## src/rtl/fp_mul_seq.sv

```systemverilog
// ---------------------------------------------------------------------------
// fp_mul_seq
//
// Multi-cycle IEEE-754-style floating-point multiplier with parametrised
// exponent and fraction widths. The significand product is built LSB-first,
// one shift-add partial product per clock, then a single normalise/round
// cycle produces the packed result and exception flags. Special operands
// (zero, infinity, NaN) bypass the multiplier and complete in one cycle.
// Denormal inputs are flushed to zero; results that would be denormal are
// flushed to signed zero.
//
// Parameters:
//   EXP_W   exponent field width (>= 3), bias = 2^(EXP_W-1)-1
//   FRAC_W  stored fraction width (>= 2), significand has a hidden 1
//
// Ports:
//   clk        rising-edge clock
//   rst_n      asynchronous active-low reset
//   in_valid   operands a/b are valid
//   in_ready   block can accept operands (high only in IDLE)
//   a, b       operands {sign, exp, frac}
//   out_valid  result/flags valid, held until out_ready
//   out_ready  consumer accepts result
//   result     product {sign, exp, frac}
//   flags      {invalid, overflow, underflow, inexact}
// ---------------------------------------------------------------------------
module fp_mul_seq #(
    parameter int EXP_W  = 8,
    parameter int FRAC_W = 23
) (
    input  logic                    clk,
    input  logic                    rst_n,
    input  logic                    in_valid,
    output logic                    in_ready,
    input  logic [EXP_W+FRAC_W:0]   a,
    input  logic [EXP_W+FRAC_W:0]   b,
    output logic                    out_valid,
    input  logic                    out_ready,
    output logic [EXP_W+FRAC_W:0]   result,
    output logic [3:0]              flags
);

    localparam int W      = 1 + EXP_W + FRAC_W;
    localparam int SIG_W  = FRAC_W + 1;
    localparam int PROD_W = 2 * SIG_W;
    localparam int CNT_W  = $clog2(SIG_W + 1);

    localparam logic [CNT_W-1:0]       CNT_LAST = CNT_W'(SIG_W - 1);
    localparam logic signed [EXP_W+1:0] BIAS_E  = (EXP_W+2)'((1 << (EXP_W - 1)) - 1);
    localparam logic [W-1:0]           QNAN     = {1'b0, {EXP_W{1'b1}}, 1'b1, {(FRAC_W-1){1'b0}}};

    typedef enum logic [1:0] {
        IDLE,
        MUL,
        NORM,
        DONE
    } state_t;

    // -----------------------------------------------------------------------
    // Registers
    // -----------------------------------------------------------------------
    state_t                     state_q;
    logic                       in_ready_q;
    logic                       out_valid_q;
    logic [W-1:0]               result_q;
    logic [3:0]                 flags_q;
    logic [SIG_W-1:0]           sigA_q;
    logic [SIG_W-1:0]           sigB_q;
    logic [PROD_W-1:0]          acc_q;
    logic [CNT_W-1:0]           cnt_q;
    logic signed [EXP_W+1:0]    expSum_q;
    logic                       sign_q;

    // -----------------------------------------------------------------------
    // Operand decode and classification
    // -----------------------------------------------------------------------
    logic               signA, signB, prodSign;
    logic [EXP_W-1:0]   expA, expB;
    logic [FRAC_W-1:0]  fracA, fracB;
    logic               zeroA, zeroB, infA, infB, nanA, nanB;

    assign signA    = a[W-1];
    assign signB    = b[W-1];
    assign expA     = a[W-2:FRAC_W];
    assign expB     = b[W-2:FRAC_W];
    assign fracA    = a[FRAC_W-1:0];
    assign fracB    = b[FRAC_W-1:0];
    assign prodSign = signA ^ signB;

    // exp == 0 covers both true zero and denormals, which are flushed.
    assign zeroA = (expA == '0);
    assign zeroB = (expB == '0);
    assign infA  = (&expA) && (fracA == '0);
    assign infB  = (&expB) && (fracB == '0);
    assign nanA  = (&expA) && (fracA != '0);
    assign nanB  = (&expB) && (fracB != '0);

    // -----------------------------------------------------------------------
    // Special-case result, resolved in priority order NaN, inf, zero
    // -----------------------------------------------------------------------
    logic           isSpecial;
    logic [W-1:0]   specialResult;
    logic [3:0]     specialFlags;
    logic           infTimesZero;

    assign infTimesZero = (infA && zeroB) || (zeroA && infB);

    always_comb begin
        isSpecial     = 1'b1;
        specialResult = '0;
        specialFlags  = '0;
        if (nanA || nanB || infTimesZero) begin
            specialResult   = QNAN;
            specialFlags[3] = infTimesZero;
        end else if (infA || infB) begin
            specialResult = {prodSign, {EXP_W{1'b1}}, {FRAC_W{1'b0}}};
        end else if (zeroA || zeroB) begin
            specialResult = {prodSign, {(W-1){1'b0}}};
        end else begin
            isSpecial = 1'b0;
        end
    end

    // Biased exponent of the product before normalisation; two guard bits
    // keep the sum and a negative (underflowing) value representable.
    logic signed [EXP_W+1:0] expSumIn;

    assign expSumIn = $signed({2'b00, expA}) + $signed({2'b00, expB}) - BIAS_E;

    // -----------------------------------------------------------------------
    // Shift-add step: add sigA into the top half when the current multiplier
    // bit is set, then shift the whole accumulator right by one. After SIG_W
    // steps the accumulator holds the exact product, and the bits shifted out
    // are always zero.
    // -----------------------------------------------------------------------
    logic [SIG_W:0]     mulSum;
    logic [PROD_W-1:0]  acc_d;

    always_comb begin
        mulSum = {1'b0, acc_q[PROD_W-1:SIG_W]} + (sigB_q[0] ? {1'b0, sigA_q} : '0);
        acc_d  = {mulSum, acc_q[SIG_W-1:1]};
    end

    // -----------------------------------------------------------------------
    // Normalise, round to nearest even, and range check
    // -----------------------------------------------------------------------
    logic                       normShift;
    logic [SIG_W-1:0]           mant;
    logic                       guardBit;
    logic                       stickyBit;
    logic                       roundUp;
    logic [FRAC_W:0]            fracRnd;
    logic                       roundCarry;
    logic [EXP_W+1:0]           expIncr;
    logic signed [EXP_W+1:0]    expFinal;
    logic                       isOverflow;
    logic                       isUnderflow;
    logic                       inexactN;
    logic [W-1:0]               result_d;
    logic [3:0]                 flags_d;

    always_comb begin
        // Product of two [1,2) significands lies in [1,4); the MSB says which.
        normShift = acc_q[PROD_W-1];
        if (normShift) begin
            mant      = acc_q[PROD_W-1:SIG_W];
            guardBit  = acc_q[SIG_W-1];
            stickyBit = |acc_q[SIG_W-2:0];
        end else begin
            mant      = acc_q[PROD_W-2:SIG_W-1];
            guardBit  = acc_q[SIG_W-2];
            stickyBit = |acc_q[SIG_W-3:0];
        end

        roundUp = guardBit & (stickyBit | mant[0]);

        // Rounding only touches the stored fraction; a carry out of it turns
        // 1.11..1 into 10.00..0, whose stored fraction is already all zeros.
        fracRnd    = {1'b0, mant[FRAC_W-1:0]} + {{FRAC_W{1'b0}}, roundUp};
        roundCarry = fracRnd[FRAC_W] & mant[FRAC_W];

        expIncr      = '0;
        expIncr[1:0] = {1'b0, normShift} + {1'b0, roundCarry};
        expFinal     = expSum_q + $signed(expIncr);

        isUnderflow = expFinal[EXP_W+1] || (expFinal == '0);
        isOverflow  = !expFinal[EXP_W+1] && (expFinal[EXP_W:0] >= {1'b0, {EXP_W{1'b1}}});
        inexactN    = guardBit | stickyBit;

        if (isOverflow) begin
            result_d = {sign_q, {EXP_W{1'b1}}, {FRAC_W{1'b0}}};
            flags_d  = 4'b0101;
        end else if (isUnderflow) begin
            result_d = {sign_q, {(W-1){1'b0}}};
            flags_d  = 4'b0011;
        end else begin
            result_d = {sign_q, expFinal[EXP_W-1:0], fracRnd[FRAC_W-1:0]};
            flags_d  = {3'b000, inexactN};
        end
    end

    // -----------------------------------------------------------------------
    // Control FSM and datapath registers. Handshake outputs are registered so
    // in_ready is high only in IDLE and out_valid only in DONE.
    // -----------------------------------------------------------------------
    always_ff @(posedge clk or negedge rst_n) begin
        if (!rst_n) begin
            state_q     <= IDLE;
            in_ready_q  <= 1'b1;
            out_valid_q <= 1'b0;
            result_q    <= '0;
            flags_q     <= '0;
            sigA_q      <= '0;
            sigB_q      <= '0;
            acc_q       <= '0;
            cnt_q       <= '0;
            expSum_q    <= '0;
            sign_q      <= 1'b0;
        end else begin
            case (state_q)
                IDLE: begin
                    if (in_valid && in_ready_q) begin
                        in_ready_q <= 1'b0;
                        sign_q     <= prodSign;
                        if (isSpecial) begin
                            result_q    <= specialResult;
                            flags_q     <= specialFlags;
                            out_valid_q <= 1'b1;
                            state_q     <= DONE;
                        end else begin
                            flags_q  <= '0;
                            sigA_q   <= {1'b1, fracA};
                            sigB_q   <= {1'b1, fracB};
                            acc_q    <= '0;
                            cnt_q    <= '0;
                            expSum_q <= expSumIn;
                            state_q  <= MUL;
                        end
                    end
                end
                MUL: begin
                    acc_q  <= acc_d;
                    sigB_q <= sigB_q >> 1;
                    cnt_q  <= cnt_q + 1'b1;
                    if (cnt_q == CNT_LAST) begin
                        state_q <= NORM;
                    end
                end
                NORM: begin
                    result_q    <= result_d;
                    flags_q     <= flags_d;
                    out_valid_q <= 1'b1;
                    state_q     <= DONE;
                end
                DONE: begin
                    // No accept in the handshake cycle; in_ready rises next cycle.
                    if (out_ready) begin
                        out_valid_q <= 1'b0;
                        in_ready_q  <= 1'b1;
                        state_q     <= IDLE;
                    end
                end
                default: begin
                    state_q <= IDLE;
                end
            endcase
        end
    end

    assign in_ready  = in_ready_q;
    assign out_valid = out_valid_q;
    assign result    = result_q;
    assign flags     = flags_q;

endmodule

```

## config.mk

```make
export PLATFORM = sky130hd
export DESIGN_NAME = fp_mul_seq
export DESIGN_NICKNAME = d
export VERILOG_FILES = /design/src/rtl/fp_mul_seq.sv
export SDC_FILE = /design/constraint.sdc
export NUM_CORES = 1
export LEC_CHECK = 0
export ABC_AREA = 1
export CAP_MARGIN = 0
export CORE_MARGIN = 2
export CORE_UTILIZATION = 45
export DETAILED_ROUTE_END_ITERATION = 16
export PLACE_DENSITY = 0.67
export SLEW_MARGIN = 20
export SYNTH_ARGS = -nofsm -noshare
export SYNTH_HDL_FRONTEND = slang
export SYNTH_SLANG_ARGS = --single-unit
```

## constraint.sdc

```tcl
create_clock -name clk -period 5.2 [get_ports clk]
set_clock_uncertainty 0.1 [all_clocks]
set_input_delay 0.78 -clock clk [delete_from_list [all_inputs] [get_ports clk]]
set_output_delay 0.78 -clock clk [all_outputs]
set_load 0.005 [all_outputs]
```

==> results.md, run 1 <==
- GPL Wtd Cong: 0.937
- Synth Flop Type: dfrtp_1
- Crit path kind: reg -> reg
- RSZ-0062 raised after global routing: false
- Synthesized area: 10,000 sq um
- Initial core utilization: 0.458
- Leakage: 5.86 nW
- Initial antenna violation count: 0
- Synth Area in Adders: 0.0658
- Fin. Hold Viols: 0
- Routed Antenna Nets: 0
- Post-CTS setup buffer count: 0
- Period utilisation layout: 0.919
- Post-CTS Resized: 0
- CTS tree: yes
- Clk_lat worst skew: 430 ps
- Post-DP Area: 11,300 sq um
- Max Slew Vio Count: 0
- CTS Buf Count: 17
- Total gr overflow: 0
- Final Setup Violations: 0
- Layout cell share with drive strength beyond 1: 0.0506
- Port buffer count: 105
- Area Overhead vs Synth: 17.8%
- Vias in the first global route: 8,872
- Nets: 1,629
- Hold-fix buffers, CTS: 0
- EDFF count, synth: 0
- Final min period: 4780 ps
- Setup TNS Final: 0 ps
- Vias: 9,359
- Largest family of logic cells by synthesized area: simple AND/OR/NAND/NOR gates
- Data required, critical path: 5460 ps
- GRT Total Usage: 0.227
- Initial drt markers: 682
- Mean Syn Cell Area: 7.05 sq um
- Die area: 23,500 sq um
- Synthesis warning total: 0
- Die width: 153 um
- Post-route cell area: 11,800 sq um
- Synth area leaders: dfrtp_1, nand2_1, nand3_1
- Post-Synth XOR/XNOR Area: 0.0271
- CP startpoint kind: register
- Die Height: 153 um
- Row cnt: 54
- Worst-path clk slew: 60 ps
- Worst-path fanout max: 23
- Yosys top cell area share: 0.377
- Run status: finished clean
- Simple-gate area share of the yosys netlist: 0.347
- Pin count of the biggest net entering global routing: 73
- I/O Pins: 106
- Worst Setup End Kind: register
- Core box area: 21,900 sq um
- Final routed DRC violation total: 0
- Ys async rst share: 1.00
- Synthesized instance count: 1,423
- Via density: 5.20
- Global-route wire length before repair: 43,900 um
- Seq cells post-synth: 152
- Yosys cell types: 47
- Pwr/cell area: 483 nW/um^2
- Syn_nets: 1,542
- MaxCap Viol Count: 0
- Compound-Gate Fraction of Synth Area: 0.103
- # diodes: 0
- Worst Hold Class: in -> async
- Sequential element share of the synthesized area: 0.379
- Max H-tree Level: 4
- Final design utilization: 0.540
- Slew HR: 0.423
- Max clock buf depth: 2
- Critical Path AT: 5040 ps
- DRT Wirelength: 25,900 um
- Most frequent cells in the layout: nand2_1, dfrtp_1, nor2_1
- 1st-pass router iterations: 5
- HPWL Detailed: 19,800 um
- Multiplexer share of the synthesized area: 0.000997
- Peak Freq: 0.209 GHz
- Most common cell after layout, fill and taps aside: nand2_1
- Synth area leader: dfrtp_1
- Maximum VDD drop: 226 uV
- CTS root buf: clkbuf_16
- Slew @ Worst Pin: 864 ps
- Clk sinks: 152
- Wire per inst: 14.4 um
-- per-layer routing --
metal	wire length (um)	up-vias	share of wire	GRT usage
li1	-	4799	-	-
met2	11200	209	0.43	0.347
met1	13100	4325	0.50	0.335
met4	469	0	0.018	0.0594
met3	1160	26	0.045	0.0377
met5	0	-	0	0
-- through the flow --
step / worst slack (ps) / power [mW] / hold WS (ps) / std cells
detailed placement: 474 / 4.50 / 355 / 1771
global placement: 582 / 4.47 / 353 / 1771
finish: 420 / 5.71 / 244 / 1801
CTS: 441 / 5.72 / 283 / 1801
global route: 7.60 / 6.20 / 311 / 1801
floorplan: 1370 / 3.75 / 339 / 1423
-- area by class of cell --
class,instances,area [sq um]
fill,2155,10100
timing repair buffer,119,1160
inverter,128,483
sequential,152,3800
clock buffer,19,433
tap,280,350
clock inverter,11,128
multi-input combinational,1092,5460
-- registers in the layout, indices dropped and copies added (netlist names), 2 cells and up --
| register | count |
|---|---|
| state_q | 2 |
| expSum_q | 10 |
| acc_q | 48 |
| flags | 4 |
| sigA_q | 24 |
| result | 32 |
| sigB_q | 24 |
| cnt_q | 5 |
-- logic make-up (layout without fill, tap and decap cells) --
family / Yosys count / count (layout)
buffers and inverters: 179 / 277
flip-flops: 152 / 152
AND/OR/NAND/NOR: 825 / 825
multiplexers: 1 / 1
XOR/XNOR: 31 / 31
AO/OA/AOI/OAI: 184 / 184
adder cells (fa/ha/maj): 51 / 51
-- where the power goes --
group / switching [mW] / internal, mW / total, mW
Clock: 0.498 / 0.701 / 1.20
Combinational: 1.73 / 0.956 / 2.68
Sequential: 0.281 / 1.55 / 1.83
-- cell usage after synthesis (all sizes together) (5+ instances only) --
cell type / count
nand3: 142
clkbuf: 16
o211ai: 5
o21a: 9
buf: 35
o21bai: 5
xnor2: 22
o22ai: 18
inv: 127
nand3b: 5
nor3: 16
o21ai: 98
nand2: 476
xor2: 9
a21oi: 40
dfrtp: 151
nand4: 24
ha: 48
nor2: 152
-- path summary, 6_finish.rpt --
check | start | endpoint | slack [ps] | cells past startpoint
worst max-delay path | acc_q[47]$_DFFE_PN0P_ | result[11]$_DFFE_PN0P_ | 420 | 24
worst min-delay path | rst_n | sigA_q[6]$_DFFE_PN0P_ | 240 | 1
worst max register to register | acc_q[47]$_DFFE_PN0P_ | result[11]$_DFFE_PN0P_ | 420 | 24
worst min register to register | result[31]$_DFFE_PN0P_ | result[31]$_DFFE_PN0P_ | 370 | 2
max in group asynchronous | rst_n | sigA_q[23]$_DFFE_PN0P_ | 3740 | 2
min in group clk | result[31]$_DFFE_PN0P_ | result[31]$_DFFE_PN0P_ | 370 | 2
-- worst max-delay path, cell delays in order (launching register included) --
cell	delay (ps)
dfrtp_1	750
nand2_1	100
o21ai_1	230
nand2_1	150
inv_1	160
nand2_2	120
nor2_1	190
nand4_1	110
nor4_1	330
ha_1	320
ha_1	240
fa_1	440
inv_1	90
nand2_1	50
nand2_1	100
nor2_1	50
nand3_1	60
nor2_1	40
nand3_1	100
nand2_1	60
nand2_1	340
inv_1	160
nor3_1	230
nand3_1	110
nand2_1	70
Note: power is estimated with default switching activity, not from simulation.
==> inputs of run 2 (changes only) <==
- GPL_ROUTABILITY_DRIVEN: default -> 0
- RECOVER_POWER: default -> 50
==> run 2 against run 1 <==
  * The flow now finishes with violations (max-capacitance violations, max-slew violations)
  * Core utilization about the same
  * Critical endpoint is now result[18]$_DFFE_PN0P_
  * Clock-buffer cell count shrank 1
  * Worst setup slack better by 96 ps
  * First-iteration DRC count rose by 41%
  * Flip-flop and latch count unchanged
  * Non-clock buffer count shrank 5
  * Via count increased by 0.90%
  * Maximum frequency increased by 2.0%
==> results.md, run 2 (same netlist as run 1, synthesis figures left out) <==
- Run status: finished with violations
- Failing checks: max-capacitance violations, max-slew violations
- Most frequent cells in the layout: nand2_1, dfrtp_1, nor2_1
- Post-CTS setup buffer count: 0
- Max Slew Vio Count: 119
- Die area: 23,500 sq um
- # diodes: 0
- I/O Pins: 106
- Maximum VDD drop: 232 uV
- Total gr overflow: 0
- CP endpoint: result[18]$_DFFE_PN0P_
- CP delay by family, top: simple AND/OR/NAND/NOR gates
- Slew HR: -1.23
- Worst Hold Class: reg -> reg
- Initial core utilization: 0.458
- R2r setup slk: 520 ps
- Hold-fix buffers, CTS: 0
- Critical path's slowest cell: dfrtp_1
- Worst path depth: 22
- Port buffer count: 105
- 1st-pass router iterations: 8
- Initial antenna violation count: 0
- Slew @ Worst Pin: 3350 ps
- Post-route cell area: 11,800 sq um
- Most common cell after layout, fill and taps aside: nand2_1
- Origin of the critical flop-to-flop path: acc_q[47]$_DFFE_PN0P_
- Peak Freq: 0.213 GHz
- HPWL Detailed: 19,000 um
- Vias: 9,443
- Vias in the first global route: 8,609
- Data required, critical path: 5420 ps
- Final min period: 4680 ps
- Core box area: 21,900 sq um
- Biggest register: acc_q
- Fillcell total: 2,173
- Place WS: 563 ps
- Clk sinks: 152
- Max H-tree Level: 4
- Die width: 153 um
- RSZ-0062 raised after global routing: false
- Worst Setup End Kind: register
- Critical path buffers and inverters: 2
- Reg2reg path depth: 22
- MaxCap Viol Count: 2
- Final Setup Violations: 0
- Hold_ws: 374 ps
- CTS tree: yes
- Max FFs per register: 48
- Worst setup margin: 516 ps
- Worst-path clk slew: 70 ps
- Storage element area: 3800 sq um
- Crit-path max cell delay: 750 ps
- Fin. Hold Viols: 0
- CTS root buf: clkbuf_16
- Crit path kind: reg -> reg
- Leakage: 5.91 nW
- Layout cell share with drive strength beyond 1: 0.0475
- Wire per inst: 14.1 um
- Final routed DRC violation total: 0
- Nets: 1,624
- Post-CTS Resized: 0
- Period utilisation layout: 0.901
- R2r endpoint: result[18]$_DFFE_PN0P_
- Die Height: 153 um
- Setup TNS Final: 0 ps
- Row cnt: 54
- Initial drt markers: 960
- Global-route wire length before repair: 42,400 um
- Post-DP Area: 11,200 sq um
- Via density: 5.25
- Routed Antenna Nets: 0
- CTS Buf Count: 17
- Clk_lat worst skew: 430 ps
- GRT Total Usage: 0.217
- Area Overhead vs Synth: 17.8%
- Critical Path AT: 4910 ps
- Multi-input gate area: 5460 sq um
- Pin count of the biggest net entering global routing: 63
- Crit path from: acc_q[47]$_DFFE_PN0P_
- Max clock buf depth: 2
- Worst-path fanout max: 22
- DRT Wirelength: 25,300 um
- CP startpoint kind: register
- Crit path cell chain: nand2_1, o21ai_1, nand2_1, inv_1, nand2_2, nor2_1, nand4_1, nor4_1, ha_1, ha_1, fa_1, or2_2, nor2_1, nand3_1, nor2_1, nand4_2, nand2_2, inv_1, o21ai_1, nor2_1, nand2_1, nand2_1
- Pwr/cell area: 488 nW/um^2
[run 2: tightest hold or removal path, cell delays in order (launching register included)]
cell and delay [ps]:
dfrtp_1 340, nand2_1 50, nand2_1 50
[run 2: power breakdown]
group          internal [mW]  leakage, nW  total [mW]  switching (mW)
clock                  0.771        0.290        1.29           0.518
sequential              1.55         2.01        1.85           0.310
combinational          0.942         3.61        2.63            1.69
[run 2: worst min path at each step]
stage / startpoint / endpoint / slack, ps / cells past startpoint
after CTS: rst_n / sigA_q[5]$_DFFE_PN0P_ / 250 / 1
final: result[13]$_DFFE_PN0P_ / result[13]$_DFFE_PN0P_ / 370 / 2
after detailed placement: sigA_q[23]$_DFFE_PN0P_ / sigA_q[23]$_DFFE_PN0P_ / 360 / 1
after floorplan: sigA_q[23]$_DFFE_PN0P_ / sigA_q[23]$_DFFE_PN0P_ / 340 / 1
after global routing: sigA_q[23]$_DFFE_PN0P_ / sigA_q[23]$_DFFE_PN0P_ / 390 / 1
after global placement: sigA_q[23]$_DFFE_PN0P_ / sigA_q[23]$_DFFE_PN0P_ / 350 / 1
[run 2: layer usage]
layer / part of all wire / up-vias / wire length, um / global-route usage
li1: - / 4790 / - / -
met4: 0.019 / 0 / 479 / 0.0629
met1: 0.50 / 4383 / 12700 / 0.333
met5: 0 / - / 0 / 0
met3: 0.049 / 28 / 1250 / 0.0332
met2: 0.43 / 242 / 10800 / 0.317
[run 2: area by class of cell]
type                       instances  area share
timing repair buffer             114      0.0944
sequential                       152       0.322
clock inverter                    13      0.0144
clock buffer                      18      0.0371
multi-input combinational       1092       0.462
tap                              280      0.0296
inverter                         128      0.0408
[run 2: through the flow]
step,utilization,total power [mW],std cells
after CTS,0.541,5.80,1797
after floorplan,-,3.75,1423
after detailed placement,0.513,4.50,1766
final,0.540,5.77,1797
after global routing,0.540,6.25,1797
after global placement,0.513,4.45,1766
==> inputs of run 3 (changes only) <==
- CORE_ASPECT_RATIO: default -> 0.7
- RECOVER_POWER: 50 -> default
==> run 3 against run 2 <==
  * The run now ends clean
  * Clock-buffer cell count is 3 higher
  * Clock power hardly changed
  * Final cell count hardly changed
  * Worst hold slack worse by 110 ps
  * First-iteration DRC count is 9.1% lower
  * Non-clock buffer count is 2 lower
  * Core utilization is 0.33 points higher
  * Global-route usage is 2.8 points higher
  * Highest routed layer unchanged
==> results.md, run 3 (same netlist as run 1, synthesis figures left out) <==
- Run status: finished clean
- Initial core utilization: 0.461
- Core box area: 21,800 sq um
- GRT Max-Usage Layer: met1
- Max H-tree Level: 4
- Pwr/cell area: 494 nW/um^2
- MaxCap Viol Count: 0
- R2r setup slk: 830 ps
- GR Util met3: 0.0490
- Met2 Track Usage GR: 0.345
- Max clock buf depth: 2
- CTS Buf Count: 17
- Die width: 182 um
- Die Height: 129 um
- Peak Freq: 0.229 GHz
- Grt met1 use: 0.381
- Fin. Hold Viols: 0
- Pwr Total: 5.85 mW
- Vias: 9,551
- Placed cells: 1,766
- Initial drt markers: 873
- Critical Path AT: 4630 ps
- Layout cell share with drive strength beyond 1: 0.0488
- Area Overhead vs Synth: 18.0%
- Crit path kind: reg -> reg
- Via density: 5.31
- Port buffer count: 105
- Worst Setup End Kind: register
- CTS tree: yes
- GRT Total Usage: 0.245
- Worst-path fanout max: 24
- Clk sinks: 152
- Crit path cell chain: buf_4, o21ai_0, nand2_1, inv_1, nand2_2, nor2_1, nand4_1, nor4_1, ha_1, ha_1, fa_1, inv_1, nand2_1, nand2_1, nor2_1, nand3_1, nor2_1, nand3_1, nand2_1, nand2_1, inv_1, nor3_1, nand3_1, nand2_1
- Critical path's slowest cell: fa_1
- Top cell by count, worst path: nand2_1
- Pin count of the biggest net entering global routing: 76
- Wire per inst: 15.2 um
- Clk_lat worst skew: 440 ps
- Initial antenna violation count: 0
- Worst setup margin: 835 ps
- Post-DP Area: 11,200 sq um
- 1st-pass router iterations: 5
- Critical path buffers and inverters: 4
- Place WS: 900 ps
- Crit-path max cell delay: 440 ps
- RSZ-0062 raised after global routing: false
- Hold-fix buffers, CTS: 0
- Worst Hold Class: in -> async
- Final min period: 4370 ps
- # diodes: 0
- CP delay by family, top: simple AND/OR/NAND/NOR gates
- Nets: 1,622
- Max FFs per register: 48
- Hold_ws: 267 ps
- Post-route cell area: 11,800 sq um
- Total gr overflow: 0
- Final design utilization: 0.543
- CP startpoint kind: register
- DRT Wirelength: 27,400 um
- Data required, critical path: 5470 ps
- Row cnt: 45
- I/O Pins: 106
- Worst-path clk slew: 60 ps
- Routed Antenna Nets: 0
- Final std cells w/o fill: 1,798
- Biggest register: acc_q
- Global-route wire length before repair: 46,100 um
- Most frequent cells in the layout: nand2_1, dfrtp_1, nor2_1
- Slew HR: 0.388
- CTS root buf: clkbuf_16
- Max Slew Vio Count: 0
- HPWL Detailed: 20,300 um
- Final Setup Violations: 0
- Final routed DRC violation total: 0
- Post-CTS setup buffer count: 0
- Maximum VDD drop: 229 uV
- Leakage: 5.87 nW
- Die area: 23,500 sq um
- Post-CTS Resized: 0
- Vias in the first global route: 8,831
- Slew @ Worst Pin: 917 ps
- Most common cell after layout, fill and taps aside: nand2_1
- Period utilisation layout: 0.839
- Setup TNS Final: 0 ps
==> run 3: cell count changes in the layout (fill, tap and decap cells not counted), sizes merged, moves of 2 or more <==
cell	change
inv	-2
dlygate4sd3	-16
clkinv	+2
clkdlybuf4s50	+16
==> run 3: path summary, 6_finish.rpt <==
check                                    endpoint                   start  cells past startpoint
max                        result[12]$_DFFE_PN0P_   acc_q[47]$_DFFE_PN0P_                     24
min                        result[26]$_DFFE_PN0P_                   rst_n                      1
max reg2reg                result[12]$_DFFE_PN0P_   acc_q[47]$_DFFE_PN0P_                     24
min reg2reg                sigA_q[23]$_DFFE_PN0P_  sigA_q[23]$_DFFE_PN0P_                      1
max in group asynchronous    acc_q[5]$_DFFE_PN0P_                   rst_n                      2
min in group clk           sigA_q[23]$_DFFE_PN0P_  sigA_q[23]$_DFFE_PN0P_                      1
==> run 3: cell type report <==
class                      instances  area (sq um)
clock buffer                      21           480
tap                              282           353
fill                            2118          9950
inverter                         128           483
sequential                       152          3800
clock inverter                    11           139
multi-input combinational       1092          5460
timing repair buffer             112          1120
==> run 3: worst register-to-register path: cells and delay by family, from the launching register on <==
kind                       cells  cell delay [ps]
AOI/OAI and AO/OA              1              260
and+or+nand+nor               16             1950
buffers and inverters          4              620
DFF                            1              380
adders and majority gates      3              990
==> run 3: routing by layer <==
metal | up-vias | routed length [um]
met4 | 0 | 476
met1 | 4397 | 14200
met5 | - | 0
met3 | 38 | 1850
met2 | 305 | 10900
li1 | 4811 | -
==> run 3: power by group <==
part	internal [mW]	leakage, nW	switching (mW)	total, mW
Clock	0.766	0.298	0.530	1.30
Combinational	0.948	3.56	1.74	2.69
Sequential	1.54	2.01	0.321	1.87
Total	3.26	5.87	2.59	5.85
